File: src/rtl/mips_ctrl_pkg.sv
// Shared types and constants for the multicycle MIPS main control FSM.
// Optional feature macro: ILLEGAL_TRAP_EN adds the TRAP state.
package mips_ctrl_pkg;

    typedef enum logic [3:0] {
        FETCH     = 4'd0,
        DECODE    = 4'd1,
        MEM_ADDR  = 4'd2,
        MEM_READ  = 4'd3,
        MEM_WB    = 4'd4,
        MEM_WRITE = 4'd5,
        R_EXEC    = 4'd6,
        R_WB      = 4'd7,
        BRANCH    = 4'd8,
        JUMP      = 4'd9,
        ADDI_EXEC = 4'd10,
        ADDI_WB   = 4'd11
`ifdef ILLEGAL_TRAP_EN
        , TRAP    = 4'd12
`endif
    } state_t;

    localparam logic [5:0] OP_RTYPE = 6'b000000;
    localparam logic [5:0] OP_LW    = 6'b100011;
    localparam logic [5:0] OP_SW    = 6'b101011;
    localparam logic [5:0] OP_BEQ   = 6'b000100;
    localparam logic [5:0] OP_BNE   = 6'b000101;
    localparam logic [5:0] OP_J     = 6'b000010;
    localparam logic [5:0] OP_ADDI  = 6'b001000;

    localparam logic [1:0] ALU_ADD   = 2'b00;
    localparam logic [1:0] ALU_SUB   = 2'b01;
    localparam logic [1:0] ALU_FUNCT = 2'b10;

    localparam logic [1:0] SRCB_B      = 2'b00;
    localparam logic [1:0] SRCB_FOUR   = 2'b01;
    localparam logic [1:0] SRCB_IMM    = 2'b10;
    localparam logic [1:0] SRCB_IMM_SH = 2'b11;

    localparam logic [1:0] PCSRC_ALU    = 2'b00;
    localparam logic [1:0] PCSRC_ALUOUT = 2'b01;
    localparam logic [1:0] PCSRC_JUMP   = 2'b10;

    typedef struct packed {
        logic       pc_ctrl;
        logic       pc_write_cond;
        logic [1:0] pc_source;
        logic       iord;
        logic       mem_read;
        logic       mem_write;
        logic       ir_write;
        logic       reg_dst;
        logic       mem_to_reg;
        logic       reg_write;
        logic       alu_src_a;
        logic [1:0] alu_src_b;
        logic [1:0] alu_op;
    } ctrl_t;

endpackage

File: src/rtl/mips_ctrl_outdec.sv
// Combinational state-to-controls decoder; only FETCH looks at mem_ready,
// so the PC and IR are written once, on the cycle memory delivers the word.
module mips_ctrl_outdec
    import mips_ctrl_pkg::*;
(
    input  state_t state,
    input  logic   mem_ready,
    output ctrl_t  ctrl
);

    always_comb begin
        // NOTE: default everything first so no path through the case infers a latch.
        ctrl = '0;
        case (state)
            FETCH: begin
                ctrl.mem_read  = 1'b1;
                ctrl.alu_src_b = SRCB_FOUR;
                ctrl.alu_op    = ALU_ADD;
                ctrl.pc_source = PCSRC_ALU;
                ctrl.ir_write  = mem_ready;
                ctrl.pc_ctrl   = mem_ready;
            end
            DECODE: begin
                ctrl.alu_src_b = SRCB_IMM_SH;
                ctrl.alu_op    = ALU_ADD;
            end
            MEM_ADDR, ADDI_EXEC: begin
                ctrl.alu_src_a = 1'b1;
                ctrl.alu_src_b = SRCB_IMM;
                ctrl.alu_op    = ALU_ADD;
            end
            MEM_READ: begin
                ctrl.mem_read = 1'b1;
                ctrl.iord     = 1'b1;
            end
            MEM_WB: begin
                ctrl.reg_write  = 1'b1;
                ctrl.mem_to_reg = 1'b1;
            end
            MEM_WRITE: begin
                ctrl.mem_write = 1'b1;
                ctrl.iord      = 1'b1;
            end
            R_EXEC: begin
                ctrl.alu_src_a = 1'b1;
                ctrl.alu_src_b = SRCB_B;
                ctrl.alu_op    = ALU_FUNCT;
            end
            R_WB: begin
                ctrl.reg_write = 1'b1;
                ctrl.reg_dst   = 1'b1;
            end
            BRANCH: begin
                ctrl.pc_write_cond = 1'b1;
                ctrl.alu_src_a     = 1'b1;
                ctrl.alu_src_b     = SRCB_B;
                ctrl.alu_op        = ALU_SUB;
                ctrl.pc_source     = PCSRC_ALUOUT;
            end
            JUMP: begin
                ctrl.pc_ctrl   = 1'b1;
                ctrl.pc_source = PCSRC_JUMP;
            end
            ADDI_WB: begin
                ctrl.reg_write = 1'b1;
            end
            default: ctrl = '0;
        endcase
    end

endmodule

File: src/rtl/mips_multicycle_ctrl.sv
// Main control FSM of the multicycle MIPS datapath with memory-ready stalls.
// Optional feature macro: ILLEGAL_TRAP_EN (unknown opcodes lock into TRAP).
module mips_multicycle_ctrl
    import mips_ctrl_pkg::*;
#(
    parameter int OPW = 6
) (
    input  logic           clk,
    input  logic           reset,
    input  logic [OPW-1:0] opcode,
    input  logic           mem_ready,
    output logic           pc_ctrl,
    output logic           pc_write_cond,
    output logic           instr_type,
    output logic [1:0]     pc_source,
    output logic           iord,
    output logic           mem_read,
    output logic           mem_write,
    output logic           ir_write,
    output logic           reg_dst,
    output logic           mem_to_reg,
    output logic           reg_write,
    output logic           alu_src_a,
    output logic [1:0]     alu_src_b,
    output logic [1:0]     alu_op,
    output logic [3:0]     state_o
`ifdef ILLEGAL_TRAP_EN
    ,
    output logic           illegal_op
`endif
);

    state_t state, state_next;
    ctrl_t  dec, ctrl;
    logic   instr_type_q;

    // NOTE: sequential state uses non-blocking assignments so every register samples pre-edge values.
    always_ff @(posedge clk or posedge reset) begin
        if (reset) begin
            state        <= FETCH;
            instr_type_q <= 1'b0;
        end else begin
            state <= state_next;
            if (state == DECODE) instr_type_q <= opcode[0];
        end
    end

    always_comb begin
        state_next = FETCH;
        case (state)
            FETCH:     state_next = mem_ready ? DECODE : FETCH;
            DECODE: begin
                if (opcode == OPW'(OP_LW) || opcode == OPW'(OP_SW))        state_next = MEM_ADDR;
                else if (opcode == OPW'(OP_RTYPE))                         state_next = R_EXEC;
                else if (opcode == OPW'(OP_BEQ) || opcode == OPW'(OP_BNE)) state_next = BRANCH;
                else if (opcode == OPW'(OP_J))                             state_next = JUMP;
                else if (opcode == OPW'(OP_ADDI))                          state_next = ADDI_EXEC;
`ifdef ILLEGAL_TRAP_EN
                else                                                       state_next = TRAP;
`else
                else                                                       state_next = FETCH;
`endif
            end
            MEM_ADDR: begin
                if (opcode == OPW'(OP_LW))      state_next = MEM_READ;
                else if (opcode == OPW'(OP_SW)) state_next = MEM_WRITE;
                else                            state_next = FETCH;
            end
            MEM_READ:  state_next = mem_ready ? MEM_WB : MEM_READ;
            MEM_WRITE: state_next = mem_ready ? FETCH : MEM_WRITE;
            R_EXEC:    state_next = R_WB;
            ADDI_EXEC: state_next = ADDI_WB;
`ifdef ILLEGAL_TRAP_EN
            TRAP:      state_next = TRAP;
`endif
            default:   state_next = FETCH;
        endcase
    end

`ifdef ILLEGAL_TRAP_EN
    always_ff @(posedge clk or posedge reset) begin
        if (reset)                                     illegal_op <= 1'b0;
        else if (state == DECODE && state_next == TRAP) illegal_op <= 1'b1;
    end
`endif

    mips_ctrl_outdec u_outdec (
        .state     (state),
        .mem_ready (mem_ready),
        .ctrl      (dec)
    );

    // Reset must also silence the FETCH decodes, which would otherwise be live.
    always_comb begin
        ctrl = reset ? '0 : dec;
    end

    assign pc_ctrl       = ctrl.pc_ctrl;
    assign pc_write_cond = ctrl.pc_write_cond;
    assign pc_source     = ctrl.pc_source;
    assign iord          = ctrl.iord;
    assign mem_read      = ctrl.mem_read;
    assign mem_write     = ctrl.mem_write;
    assign ir_write      = ctrl.ir_write;
    assign reg_dst       = ctrl.reg_dst;
    assign mem_to_reg    = ctrl.mem_to_reg;
    assign reg_write     = ctrl.reg_write;
    assign alu_src_a     = ctrl.alu_src_a;
    assign alu_src_b     = ctrl.alu_src_b;
    assign alu_op        = ctrl.alu_op;
    assign instr_type    = instr_type_q;
    assign state_o       = state;

endmodule

File: config.mk
export PLATFORM = sky130hd
export DESIGN_NAME = mips_multicycle_ctrl
export DESIGN_NICKNAME = d
export VERILOG_FILES = /design/src/rtl/mips_ctrl_pkg.sv /design/src/rtl/mips_ctrl_outdec.sv /design/src/rtl/mips_multicycle_ctrl.sv
export SDC_FILE = /design/constraint.sdc
export NUM_CORES = 1
export LEC_CHECK = 0
export CORE_MARGIN = 1
export CORE_UTILIZATION = 35
export CTS_CLUSTER_SIZE = 16
export DETAILED_ROUTE_END_ITERATION = 8
export PLACE_DENSITY = 0.67
export SYNTH_ARGS = -nofsm -noshare
export SYNTH_HDL_FRONTEND = slang
export SYNTH_HIERARCHICAL = 1
export SYNTH_SLANG_ARGS = --single-unit
File: constraint.sdc
create_clock -name clk -period 1.2 [get_ports clk]
set_input_delay 0.12 -clock clk [delete_from_list [all_inputs] [get_ports clk]]
set_output_delay 0.12 -clock clk [all_outputs]
set_load 0.005 [all_outputs]
# --- Word-level counts from Yosys, hierarchy flattened ---
# Cells that the tools add are included.
word_totals:
  reg_bits: 5
  latchBits: 0
  ramBits: 0
  rom_bits: 0
  output_inout_bits: 21
  memories: 0
op_classes:
  add_sub_neg: 0
  mul: 0
  div_mod_pow: 0
  order_cmp: 0
  n_eq_ne: 17
  n_shift: 0
  muxes: 24
  bitwise: 0
  reduce_logical: 9
op_table:
  columns: ["op", "n"]
  rows:
  - ["$pmux 4 s7", 1]
  - ["$mux 4", 5]
  - ["$pmux 4 s5", 1]
  - ["$eq 4x3->1 const B", 4]
  - ["$eq 4x4->1 const B", 4]
  - ["$mux 16", 1]
  - ["$eq 6x3->1 const B", 2]
  - ["$eq 6x6->1 const B", 2]
  - ["$mux 3", 4]
  - ["$mux 1", 10]
  - ["$eq 4x2->1 const B", 2]
  - ["$eq 6x2->1 const B", 1]
  - ["$eq 6x4->1 const B", 1]
  - ["$logic_not 6->1", 1]
  - ["$reduce_or 2->1", 3]
  - ["$eq 4x1->1 const B", 1]
  - ["$logic_not 4->1", 1]
  - ["$pmux 2 s2", 1]
  - ["$reduce_or 4->1", 1]
  - ["$reduce_or 3->1", 1]
  - ["$logic_or 1x1->1", 2]
  - ["$pmux 1 s2", 1]

# --- Logic depth before layout (Yosys ltp) ---
# Gate-level depths: netlist of the first run.
depth:
  ltp_word: 7
  depth_mapped: 5

# --- Cells and area by module ---
# The synthesis of the first run kept the hierarchy.
modules_own_cells:
  columns: ["module", "instances", "cells_each", "area_per_inst_um2", "seq_area_each_um2"]
  rows:
  - ["mips_multicycle_ctrl", 1, 63, 514.2, 125.1]
  - ["mips_ctrl_outdec", 1, 32, 200.2, 0.0]

# --- Least setup slack after synthesis of the first run ---
# Ideal clock, no wire load.
synth_timing:
  kind: "flip-flop to output port"
  start: "register state[3] (netlist: state_o[3])"
  end: "output pc_ctrl"
  arrival_ns: 1.242
  t_required_ns: 1.080
  path_slack_ns: -0.162
  stages_incl_launch_ff: 5
  path_buffers: 1
  path_cell_list: "dfrtp_1 buf_6 or3b_1 a211oi_2 nor2b_1"
synth_rtl:
  columns: ["item", "line_no", "text"]
  rows:
  - ["from (decl)", "mips_multicycle_ctrl.sv:33", "state_t state, state_next;"]
  - ["from (signal assigned)", "mips_multicycle_ctrl.sv:43", "state <= state_next;"]
  - ["to (decl)", "mips_multicycle_ctrl.sv:12", "output logic pc_ctrl,"]

==> results of run 1 <==
routing by layer:
layer  vias to the layer above  GRT usage (%)
met5                         -              0
met4                         0           10.3
met3                         0           2.69
met2                        39           43.1
met1                       450           22.5
li1                        455              -
cells in the final DEF (no fill, tap or decap), types with 2 or more instances in the layout:
| cell | instances |
|---|---|
| sky130_fd_sc_hd__a21oi_2 | 2 |
| sky130_fd_sc_hd__nand3_1 | 2 |
| sky130_fd_sc_hd__nor2b_1 | 11 |
| sky130_fd_sc_hd__xnor2_1 | 3 |
| sky130_fd_sc_hd__nor2b_2 | 5 |
| sky130_fd_sc_hd__nor3_2 | 5 |
| sky130_fd_sc_hd__nor2_1 | 8 |
| sky130_fd_sc_hd__nand2b_4 | 3 |
| sky130_fd_sc_hd__buf_6 | 16 |
| sky130_fd_sc_hd__or3b_4 | 2 |
| sky130_fd_sc_hd__nor4b_4 | 2 |
| sky130_fd_sc_hd__dfrtp_1 | 4 |
| sky130_fd_sc_hd__nor3_1 | 2 |
| sky130_fd_sc_hd__buf_2 | 18 |
| sky130_fd_sc_hd__o21ai_1 | 3 |
| sky130_fd_sc_hd__clkbuf_4 | 3 |
| sky130_fd_sc_hd__nor3b_2 | 2 |
| sky130_fd_sc_hd__nand2_1 | 4 |
| sky130_fd_sc_hd__buf_4 | 20 |
| sky130_fd_sc_hd__nand3b_1 | 3 |
| sky130_fd_sc_hd__clkdlybuf4s50_1 | 8 |
logic make-up (layout without fill, tap and decap cells):
group / after synthesis / after routing / share of synthesized area, %
AO/OA/AOI/OAI: 10 / 10 / 9.11
XOR/XNOR: 4 / 4 / 4.90
buffers and inverters: 10 / 72 / 9.28
flip-flops: 5 / 5 / 17.5
multiplexers: 2 / 2 / 2.98
AND/OR/NAND/NOR: 64 / 64 / 56.2
Yosys cell counts:
cell,count
sky130_fd_sc_hd__nand3b_1,3
sky130_fd_sc_hd__a211oi_2,1
sky130_fd_sc_hd__nor2_1,9
sky130_fd_sc_hd__nand2_1,5
sky130_fd_sc_hd__inv_1,1
sky130_fd_sc_hd__a21oi_1,3
sky130_fd_sc_hd__mux2_2,1
sky130_fd_sc_hd__dfrtp_1,5
sky130_fd_sc_hd__buf_4,3
sky130_fd_sc_hd__and3_1,1
sky130_fd_sc_hd__or2b_1,1
sky130_fd_sc_hd__nor4b_2,1
sky130_fd_sc_hd__buf_2,2
sky130_fd_sc_hd__a41oi_1,1
sky130_fd_sc_hd__o22ai_1,1
sky130_fd_sc_hd__nand3_1,2
sky130_fd_sc_hd__buf_6,2
sky130_fd_sc_hd__xor2_1,1
sky130_fd_sc_hd__nor3b_1,3
sky130_fd_sc_hd__and2_1,1
sky130_fd_sc_hd__o211ai_1,1
sky130_fd_sc_hd__or4b_1,1
sky130_fd_sc_hd__mux2i_1,1
sky130_fd_sc_hd__nor4b_4,1
sky130_fd_sc_hd__clkbuf_1,2
sky130_fd_sc_hd__xnor2_1,3
sky130_fd_sc_hd__nor2b_1,16
sky130_fd_sc_hd__nand4b_1,1
sky130_fd_sc_hd__nor3_1,8
sky130_fd_sc_hd__nor4_1,2
sky130_fd_sc_hd__o21ai_0,2
sky130_fd_sc_hd__nand4_1,1
sky130_fd_sc_hd__or3b_1,3
sky130_fd_sc_hd__nand2b_1,4
sky130_fd_sc_hd__o21ai_1,1
sky130_fd_sc_hd__or2_2,1
metrics by stage:
stage | setup WS, ns | cell area [um2]
after global routing | -0.611 | 1450
after detailed placement | -0.741 | 1140
after CTS | -0.453 | 1380
final | -0.544 | 1450
after floorplan | -0.135 | 749
after global placement | -0.670 | 1140
worst max-delay path by stage:
| stage | depth (start not counted) | startpoint | endpoint |
|---|---|---|---|
| 6_report | 6 | state_o[3]$_DFF_PP0_ | ir_write |
| 5_1_grt | 6 | state_o[3]$_DFF_PP0_ | ir_write |
| 4_1_cts | 4 | state_o[3]$_DFF_PP0_ | pc_ctrl |
| 3_5_place_dp | 5 | mem_ready | pc_ctrl |
| 3_3_place_gp | 5 | mem_ready | pc_ctrl |
| 2_1_floorplan | 5 | state_o[2]$_DFF_PP0_ | state_o[0]$_DFF_PP0_ |
sequential cells by signal (all words and copies together), names as in the netlist:
signal and count:
state_o 4, instr_type 1
where the power goes:
| group | total [uW] | switching, uW | internal (uW) | leakage, uW |
|---|---|---|---|---|
| logic | 438 | 181 | 257 | 0.000585 |
| registers | 192 | 8.57 | 183 | 0.0000643 |
| clock network | 189 | 64.1 | 125 | 0.0000150 |
final cells by class:
class	instances	share of cell area, %
tap	25	2.16
clock buffer	4	1.82
multi-input combinational	80	47.1
inverter	1	0.260
sequential	5	8.74
timing repair buffer	67	39.9
what timing repair did:
| item | CTS | global route |
|---|---|---|
| pin swaps | 17 | 8 |
| gates cloned | 2 | 0 |
| resized for setup | 115 | 14 |
| endpoints found under the setup margin | 26 | 24 |
| setup buffers | 16 | 4 |
worst register-to-register path, cell delays in order (launching register included):
cell and delay [ns]:
sky130_fd_sc_hd__dfrtp_1 0.39, sky130_fd_sc_hd__buf_6 0.14, sky130_fd_sc_hd__buf_6 0.12, sky130_fd_sc_hd__nor4b_4 0.32, sky130_fd_sc_hd__buf_4 0.17, sky130_fd_sc_hd__mux2_4 0.29
==> results.cfg, run 1 <==
[critical_path]
critical-path-max-stage-delay_ns = 0.41
standard_cell_with_the_maximum_stage_delay_on_the_critical_path = sky130_fd_sc_hd__dfrtp_1
cp-start-kind = flop
worst_r2r_startpoint = state_o[2]$_DFF_PP0_
timing.critical_path.max_delay_family = simple AND/OR/NAND/NOR gates
cp_required_ns = 1.08
timing.critical_path.mode_cell = sky130_fd_sc_hd__buf_6
critPathCaptureType = output pin
reg2reg_depth = 5
worst_r2r_endpoint = instr_type$_DFFE_PP0P_
cp_num_buf_inv = 3
crit_type = flop to output pin
cp_data_arrival_time_ns = 1.62
r2r_setup_slack_ns = -0.34
worstPathCellList = buf_6 > buf_6 > nor4_2 > and2_1 > nor2b_1 > buf_2
cp_max_fo = 6

[layout]
layout.cells.non_filler = 182
diodes = 0
ff_latch_area_um2 = 126
synthToLayoutAreaGrowth_pct = 102
drive_gt1_share_pct = 59.9
utilization_pct = 79.5
area_of_the_multi_input_gates_um2 = 682
final.fill_count = 114
fin_nets = 167

[clock_tree]
numClockSinks = 5
clock_path_buffers = 2
cts_tree = built
clk-insertion-delay-late_ns = 0.24
ctsRootBufferMaster = sky130_fd_sc_hd__clkbuf_4
cts_buffers = 3
cts-htree-levels = 1
clkTransAtPathRegs_ns = 0.04
hold_buffers = 0

[yosys]
yosysTopAreaCellShare_pct = 17.5
synth_largest_area_cell = sky130_fd_sc_hd__dfrtp_1
postSynthRegisterBits = 5
sequential_fraction_of_the_synthesis_area_pct = 17.5
post_synth_design_cell_area_um2 = 714
yosysWarnings = 6
synthDistinctLibCells = 36
total_nets_after_synthesis = 104
synthTopCellsByArea = sky130_fd_sc_hd__dfrtp_1, sky130_fd_sc_hd__nor2b_1, sky130_fd_sc_hd__nor3_1, sky130_fd_sc_hd__nor2_1, sky130_fd_sc_hd__or3b_1
syn_area_per_cell_um2 = 7.52
synthesis.instances = 95

[placement]
place_congestion = 0.875
port_buffers = 29
post-place-cells = 158
dp.final_hpwl_um = 1460

[status]
violations = negative setup slack
run_status = finished with violations

[timing]
timing.setup.tns_ns = -7.51
timing.clock.skew_ns = 0.000969
worst_slack_ns = -0.544
timing_max_transition_violations_final = 0
fin_worst_hold_slack_ns = 0.336
timing.fmax_mhz = 574
timing.max_slew.rel_slack_pct = 78.6
rsz0062_at_grt = true
final_hold_viols = 0
setup-violations-final = 21
timing.final.crit_share_pct = 145
final_period_minus_worst_setup_slack_ns = 1.74
timing_worst_slew_pin_value_ns = 0.320

[power]
cellLeakagePower_uw = 0.000664
p_total_uw = 819
vdd_ir_drop_max_v = 0.000619
p_per_area_nw_per_um2 = 567

[detailed_routing]
wl_met2_um = 1400
detail_route.iter0.violations = 28
wire_per_inst_um = 14.4
drt_pre_antenna_iters = 4
drtAntennaViolNets = 0
route.final.wire_length_um = 2620
detail_route.drc_violations = 0
maxUsedRoutingLayer = met3
via_count = 944
met1Wirelength_um = 1100
via_per_inst = 5.19
wl_met3_um = 126

[die]
starting_density_of_the_core_pct = 39.2
placement_rows = 15
floorplan.die.width_um = 47.2
die_height_um = 47.2
dieArea_um2 = 2230
top_level_pins = 30
core_box_area_um2 = 1820

[global_routing]
grt_pass1_wl_um = 3530
grt_max_degree = 18
first_global_vias = 878
grt_util_overall_pct = 21.9
global_route_total_overflow = 0
number_of_antenna_violations_at_the_first_check_in_global_routing = 0

[hold_path]
hold_path.class = input pin to async pin

[run]
drv_cap = 0
Power figures use the tool's default switching activity.
==> run 2: changes to the inputs <==
Settings changed: ABC_AREA set to 0, PLACE_DENSITY 0.67 to 0.65.
Clock period 1.2 ns to 2.2 ns, I/O delays scaled along.
==> run 2 against run 1 <==
Core utilization fell by 22 points. Sequential cell count did not move. Sequential share of layout area rose by 3.4 points. Clock power decreased by 44%. Register-to-register slack better by 1.0 ns. Worst setup slack improved by 0.63 ns. Highest routed layer unchanged. The run now ends clean. Clock skew shrank 0.00089 ns. Wire length fell by 39%. Largest power group unchanged. Cell count is 18% lower. Non-clock buffer count down 32. Combinational power is 69% lower. Die area stayed put.
==> results.cfg, run 2 (same netlist as run 1, synthesis figures left out) <==
[placement]
place_congestion = 0.774
detailedPlace.worstSlack_ns = 0.102
dp.final_hpwl_um = 1260
detailed_place.area_um2 = 1020
port_buffers = 29

[layout]
largest_register_ff_count = 4
synthToLayoutAreaGrowth_pct = 47.5
fin_nets = 135
diodes = 0
layout_common_cells = sky130_fd_sc_hd__clkdlybuf4s50_1, sky130_fd_sc_hd__nor2b_1, sky130_fd_sc_hd__nor2_1
layout_commonest_cell = sky130_fd_sc_hd__clkdlybuf4s50_1
drive_gt1_share_pct = 14.4
finalInstanceArea_um2 = 1050

[detailed_routing]
wire_per_inst_um = 10.6
wl_met3_um = 97
via_count = 718
drtAntennaViolNets = 0
met1Wirelength_um = 725
maxUsedRoutingLayer = met3
route.final.wire_length_um = 1590
detail_route.iter0.violations = 8
drt_pre_antenna_iters = 3
detail_route.drc_violations = 0
wl_met2_um = 771
via_per_inst = 4.79

[clock_tree]
clock_path_buffers = 2
hold_buffers = 0
clk-insertion-delay-late_ns = 0.24
cts_buffers = 3
cts_tree = built
ctsRootBufferMaster = sky130_fd_sc_hd__clkbuf_4
numClockSinks = 5
clkTransAtPathRegs_ns = 0.04
cts-htree-levels = 1
postCtsSetupBuffers = 0

[global_routing]
global_route_total_overflow = 0
grt_util_overall_pct = 17.5
number_of_antenna_violations_at_the_first_check_in_global_routing = 0
first_global_vias = 635
grt_max_degree = 20
grt_pass1_wl_um = 2750

[critical_path]
standard_cell_with_the_maximum_stage_delay_on_the_critical_path = sky130_fd_sc_hd__clkdlybuf4s50_1
critPathCaptureType = output pin
worst_r2r_endpoint = state_o[0]$_DFF_PP0_
startpoint = state_o[3]$_DFF_PP0_
timing.critical_path.max_delay_family = simple AND/OR/NAND/NOR gates
depth_of_the_critical_timing_path_with_buffers_and_inverters_included = 4
cp_max_fo = 7
cp_data_arrival_time_ns = 1.89
reg2reg_depth = 5
cp-start-kind = flop
r2r_setup_slack_ns = 0.66
cp_required_ns = 1.98
cp_num_buf_inv = 1
worstPathCellList = or3b_1 > a211oi_2 > nor2b_1 > clkdlybuf4s50_1
cp-endpoint = pc_ctrl
critical-path-max-stage-delay_ns = 0.51
worst_r2r_startpoint = state_o[1]$_DFF_PP0_
crit_type = flop to output pin

[timing]
worst_slack_ns = 0.0865
final_period_minus_worst_setup_slack_ns = 2.11
timing_max_transition_violations_final = 0
timing.final.crit_share_pct = 96.1
setup-violations-final = 0
timing.max_slew.rel_slack_pct = 66.0
final_hold_viols = 0
timing.setup.tns_ns = 0
timing.fmax_mhz = 473
timing_worst_slew_pin_value_ns = 0.509
timing.clock.skew_ns = 0.0000757
rsz0062_at_grt = false

[die]
placement_rows = 15
dieArea_um2 = 2230
core_box_area_um2 = 1820
floorplan.die.width_um = 47.2
die_height_um = 47.2
starting_density_of_the_core_pct = 39.2
top_level_pins = 30

[status]
run_status = complete, no violations

[power]
cellLeakagePower_uw = 0.000385
vdd_ir_drop_max_v = 0.000285
power.internal_uw = 250
clockPowerShare_pct = 30.3
p_per_area_nw_per_um2 = 332
netSwitchingFraction_pct = 28.5
share_comb_of_total_power_pct = 39.4
power_switching_uw = 99.7
p_seq_share_pct = 30.4

[hold_path]
hold_path.class = flop to flop

[run]
drv_cap = 0
-- run 2: worst min-delay path by stage --
stage | startpoint | cells after the start | end | slack [ns]
final | instr_type$_DFFE_PP0P_ | 1 | instr_type$_DFFE_PP0P_ | 0.51
after global routing | instr_type$_DFFE_PP0P_ | 1 | instr_type$_DFFE_PP0P_ | 0.55
after CTS | instr_type$_DFFE_PP0P_ | 1 | instr_type$_DFFE_PP0P_ | 0.51
after detailed placement | instr_type$_DFFE_PP0P_ | 1 | instr_type$_DFFE_PP0P_ | 0.50
after global placement | instr_type$_DFFE_PP0P_ | 1 | instr_type$_DFFE_PP0P_ | 0.50
after floorplan | reset | 2 | instr_type$_DFFE_PP0P_ | 0.21
-- run 2: stage by stage --
step                      power, uW  util, %  std cells  hold slack [ns]
after floorplan                 180        -         95            0.210
final                           349     57.9        150            0.508
after global routing            377     57.9        150            0.548
after detailed placement        245     55.9        146            0.499
after CTS                       357     57.4        150            0.515
after global placement          244     55.9        146            0.500
-- run 2: area by class of cell --
cell class	instances	area, um2
Multi-Input combinational cell	80	529
Timing Repair Buffer	35	335
Tap cell	25	31.3
Clock buffer	4	26.3
Fill cell	188	767
Inverter	1	3.75
Sequential cell	5	128
-- run 2: per-layer routing --
metal  track usage (%)  vias up
met3              3.85        0
li1                  -      392
met2              31.7       29
met5                 0        -
met4              5.14        0
met1              20.4      297
-- run 2: worst reg2reg max path, cell delays in order (launching register included) --
cell and delay [ns]:
sky130_fd_sc_hd__dfrtp_1 0.43, sky130_fd_sc_hd__buf_4 0.20, sky130_fd_sc_hd__nor4b_4 0.34, sky130_fd_sc_hd__nor4b_2 0.30
sky130_fd_sc_hd__nand3b_1 0.11, sky130_fd_sc_hd__nand4_1 0.10
-- run 2: power by group through the flow --
stage	combinational [uW]	clock [uW]	sequential (uW)
floorplan	70.7	0	110
global placement	137	0	107
detailed placement	138	0	107
CTS	139	112	106
global route	152	117	108
finish	137	106	106
-- run 2: what timing repair did --
action | CTS | global route
resized for setup | 0 | 4
endpoints found under the setup margin | 0 | 9
endpoints found under the hold margin | 0 | 0
